==> config.mk <==
export PLATFORM = sky130hd
export DESIGN_NAME = run_monitor
export DESIGN_NICKNAME = d
export VERILOG_FILES = /design/src/rtl/run_monitor.sv
export SDC_FILE = /design/constraint.sdc
export NUM_CORES = 1
export LEC_CHECK = 0
export ABC_CLOCK_PERIOD_IN_PS = 1950
export BUFFER_PORTS_ARGS = -buffer_cell sky130_fd_sc_hd__buf_2
export CAP_MARGIN = 20
export CORE_MARGIN = 5
export CORE_UTILIZATION = 52
export DETAILED_ROUTE_END_ITERATION = 10
export PLACE_DENSITY = 0.91
export SLEW_MARGIN = 20
export SYNTH_ARGS = -nofsm -noshare
export SYNTH_HDL_FRONTEND = slang
export SYNTH_SLANG_ARGS = --single-unit
==> constraint.sdc <==
create_clock -name clk -period 1.95 [get_ports clk]
set_input_delay 0.195 -clock clk [delete_from_list [all_inputs] [get_ports clk]]
set_output_delay 0.195 -clock clk [all_outputs]
set_load 0.05 [all_outputs]
==> src/rtl/run_monitor.sv <==
// run_monitor: watches N_CH cores sharing one clock. It counts cycles from
// reset release, confirms each core's halt after HALT_CONFIRM consecutive
// hlt-high samples, and captures the halt pc and cycle for each core. The run
// ends in DONE_OK once every core has halted, or in DONE_TO at CYCLES_LIMIT.
module run_monitor #(
    parameter int N_CH         = 1,
    parameter int PC_W         = 16,
    parameter int CNT_W        = 32,
    parameter int CYCLES_LIMIT = 100000,
    parameter int HALT_CONFIRM = 1
) (
    input  logic                   clk,
    input  logic                   rst_n,
    input  logic [N_CH-1:0]        hlt,
    input  logic [N_CH*PC_W-1:0]   pc,
    output logic [CNT_W-1:0]       cycles,
    output logic [N_CH-1:0]        halted,
    output logic [N_CH*PC_W-1:0]   halt_pc,
    output logic [N_CH*CNT_W-1:0]  halt_cycle,
    output logic                   done,
    output logic                   done_pulse,
    output logic                   timeout
);

    // The confirm counter only needs to reach HALT_CONFIRM-1.
    localparam int HC_W = (HALT_CONFIRM > 1) ? $clog2(HALT_CONFIRM) : 1;
    localparam logic [HC_W-1:0]  HC_LAST    = HC_W'(HALT_CONFIRM - 1);
    localparam logic [CNT_W-1:0] LIMIT_LAST = CNT_W'(CYCLES_LIMIT - 1);

    typedef enum logic [1:0] {
        RUN     = 2'd0,
        DONE_OK = 2'd1,
        DONE_TO = 2'd2
    } state_t;

    state_t           state;
    state_t           state_next;
    logic [HC_W-1:0]  hcnt [N_CH];
    logic [N_CH-1:0]  confirm;
    logic             all_halted;

    // A core confirms on this edge when its hlt run reaches the threshold.
    always_comb begin
        confirm = '0;
        for (int i = 0; i < N_CH; i++) begin
            confirm[i] = (state == RUN) && !halted[i] && hlt[i] && (hcnt[i] == HC_LAST);
        end
        all_halted = &(halted | confirm);
    end

    // Next-state decision; a halt completing on the limit edge wins over timeout.
    always_comb begin
        state_next = state;
        case (state)
            RUN: begin
                if (all_halted) begin
                    state_next = DONE_OK;
                end else if (cycles == LIMIT_LAST) begin
                    state_next = DONE_TO;
                end
            end
            DONE_OK: state_next = DONE_OK;
            DONE_TO: state_next = DONE_TO;
            default: state_next = RUN;
        endcase
    end

    // State register plus the registered done, done_pulse and timeout flags.
    always_ff @(posedge clk or negedge rst_n) begin
        if (!rst_n) begin
            state      <= RUN;
            done       <= 1'b0;
            done_pulse <= 1'b0;
            timeout    <= 1'b0;
        end else begin
            state      <= state_next;
            done       <= (state_next != RUN);
            done_pulse <= (state == RUN) && (state_next != RUN);
            timeout    <= (state_next == DONE_TO);
        end
    end

    // Cycle counter runs only while the run is live, so it never wraps.
    always_ff @(posedge clk or negedge rst_n) begin
        if (!rst_n) begin
            cycles <= '0;
        end else if (state == RUN) begin
            cycles <= cycles + CNT_W'(1);
        end
    end

    // Per-core glitch filter and halt capture; halted bits are sticky.
    always_ff @(posedge clk or negedge rst_n) begin
        if (!rst_n) begin
            for (int i = 0; i < N_CH; i++) begin
                hcnt[i] <= '0;
            end
            halted     <= '0;
            halt_pc    <= '0;
            halt_cycle <= '0;
        end else if (state == RUN) begin
            for (int i = 0; i < N_CH; i++) begin
                if (!halted[i]) begin
                    if (!hlt[i]) begin
                        hcnt[i] <= '0;
                    end else if (confirm[i]) begin
                        halted[i]                       <= 1'b1;
                        halt_pc[i*PC_W +: PC_W]         <= pc[i*PC_W +: PC_W];
                        halt_cycle[i*CNT_W +: CNT_W]    <= cycles;
                    end else begin
                        hcnt[i] <= hcnt[i] + HC_W'(1);
                    end
                end
            end
        end
    end

endmodule

==> reports/metrics.yaml <==
clock_network:
  clockRootBuffer: "clkbuf_8"
  clk_pin_slew_ns: 0.09
  clock_sinks: 87
  cts_buffers: 9
  htreeDepth: 3
  cts_tree: "done"
  ctsLongestPathBuffers: 2
  clkLatencyLatePin_ns: 0.35
synth:
  synth-edff-count: 0
  async_flop_share: 1.00
  ys.flop_type: "dfrtp_1"
  synth_cell_types: 35
  synth_cells: 267
  yosysSeqAreaShare: 0.601
  ys_warn_count: 0
  syn-cell-area_um2: 3620
  synth_fp_nets: 287
  syn_area_per_cell_um2: 13.6
  ys_ff_latch: 87
setup_path:
  startpoint_type: "flop"
  crit_type: "flop to flop"
  crit_buf_inv: 0
  crit_family: "simple AND/OR/NAND/NOR gates"
  cp_max_fo: 11
  slowest_delay_ns: 0.65
  cpMaxStageDelayCell: "or4_4"
  crit_required_ns: 2.21
  cp_data_arrival_time_ns: 2.21
  worstSetupEndpointType: "flop"
  cp_cell_sequence: "nand4_4, or4_4, nor4_1, xor2_1"
timing:
  skew_ns: 0.0120
  min_period_ns: 1.94
  finalMaxSlewViolations: 0
  max_freq_mhz: 515
  worst_hold_slack_ns: 0.0622
  setup_ws_ns: 0.00989
  hold_violations: 0
  setup_violations: 0
  worstMarginPinSlew_ns: 0.403
  period_share: 0.995
  relSlewSlack: 0.730
drt:
  drtIter0Drc: 128
  vias: 2626
  viasPerCell: 5.35
  wl_mm: 8.31
  ant_nets: 0
  first_pass_iters: 4
  drc: 0
  wl_per_cell_um: 16.9
cells_and_area:
  regArea_um2: 2200
  insertedDiodeCount: 0
  drive_gt1_frac: 0.554
  multiInputGateArea_um2: 1410
  final_nets: 410
  final_area_um2: 4700
  fill_cells: 485
  areaGrowthSynthToFinish_pct: 29.8
floorplan:
  die_h_um: 93.5
  start_util: 0.534
  fp.coreArea_um2: 6790
  placementRows: 30
  fp.dieW_um: 93.5
  die-area_um2: 8740
  io_pins: 103
status:
  status: "completed"
grt:
  grt.total_usage: 0.204
  met1_usage: 0.251
  grt_pass1_vias: 2753
  grtUsageMet2: 0.350
  grt_remaining_overflow: 0
  antenna_found_initial: 0
  grt_max_degree: 66
  grt_use_met3: 0.0370
  grt_pass1_wl_mm: 14.0
  top_usage_layer: "met2"
power:
  vdd_drop_max_uv: 411
  p_total_mw: 3.36
  p_per_area_nw_per_um2: 715
  comb_power_share: 0.017
  pwr-share-clk: 0.447
  p_leak_nw: 2.63
  sequentialPowerShare: 0.536
  swShare: 0.204
  p_int_mw: 2.68
  p_sw_mw: 0.686
run:
  cap_violations: 0
placement:
  gp_congestion: 0.777
  io_buffers: 102
  place_ws_ns: 0.105
  dp.final_hpwl_mm: 5.93
  placed_area_um2: 4440
min_path:
  hold_path_class: "input pin to flop"
-- registers in the layout, summed over array words and instances, names as in the netlist --
name	flops
done	1
halted	1
state	2
halt_cycle	32
cycles	32
timeout	1
done_pulse	1
hcnt	1
halt_pc	16
-- final timing paths --
path	cells past startpoint	to	startpoint	slack, ns
max	4	cycles[31]	cycles[9]	0.01
min	2	halt_pc[13]	pc[13]	0.06
max reg2reg	4	cycles[31]	cycles[9]	0.01
min reg2reg	2	halt_cycle[14]	halt_cycle[14]	0.49
max in group asynchronous	3	cycles[13]	rst_n	1.04
min in group asynchronous	2	halt_pc[10]	rst_n	0.26
-- cells by family after synthesis --
| kind of cell | Yosys count | share of synthesized area |
|---|---|---|
| AOI/OAI and AO/OA | 9 | 0.0145 |
| xor gates and xnor gates | 31 | 0.0749 |
| adders and majority gates | 1 | 0.00345 |
| buffers and inverters | 16 | 0.0193 |
| DFF | 87 | 0.601 |
| muxes | 46 | 0.143 |
| and+or+nand+nor | 77 | 0.144 |
-- timing repair --
action                                 in CTS  in global routing
endpoints found under the hold margin      22                  0
gates resized for setup                     0                  1
hold buffers                                1                  0
setup endpoints to repair                   0                  5
setup buffers                               0                  1
-- layout by cell type, fill, tap and decap left out, drive strengths merged, types with 7 or more instances in the layout --
cell type / Yosys / layout
clkbuf: 8 / 9
mux2: 46 / 46
buf: 2 / 121
xnor2: 14 / 14
nand4: 10 / 10
xor2: 17 / 17
nand2: 14 / 14
dfrtp: 87 / 87
nor4: 13 / 13
nor2: 8 / 8
nor3: 8 / 8
inv: 6 / 7
nand3: 8 / 8
-- metrics by stage --
stage               std cells    TNS, ns   util
finish                    491          0  0.692
detailed placement        473          0  0.653
global route              491    -0.0565  0.692
CTS                       490          0  0.690
floorplan                 267  -0.000686      -
global placement          473          0  0.653
-- layer usage --
metal | up-vias | share of wire
met5 | - | 0
met4 | 0 | 0.023
met3 | 18 | 0.052
met2 | 86 | 0.52
met1 | 1330 | 0.40
li1 | 1192 | -
-- synth_stat cells (all sizes together), types with 3 or more instances --
library cell  number  share of area
and3               3         0.0052
and4               3         0.0073
clkbuf             8         0.0086
dfrtp             87           0.60
inv                6         0.0062
mux2              46           0.14
nand2             14          0.014
nand3              8          0.011
nand4             10          0.024
nor2               8         0.0083
nor3               8          0.011
nor4              13          0.039
o21ai              3         0.0041
xnor2             14          0.034
xor2              17          0.041
-- power groups by stage --
stage,Combinational [mW],Sequential [mW],Clock (mW)
after floorplan,0.000399,1.84,0
after global placement,0.0561,1.84,0
after detailed placement,0.0587,1.84,0
after CTS,0.0605,1.80,1.53
after global routing,0.0672,1.80,1.62
final,0.0572,1.80,1.50
-- cell type report --
| type | count | share of cell area |
|---|---|---|
| Clock buffer | 9 | 0.0263 |
| Clock inverter | 7 | 0.0255 |
| Tap cell | 96 | 0.0255 |
| Multi-Input combinational cell | 164 | 0.300 |
| Inverter | 6 | 0.00479 |
| Sequential cell | 87 | 0.468 |
| Timing Repair Buffer | 122 | 0.150 |
No activity file was read; power rests on OpenSTA's default activity.
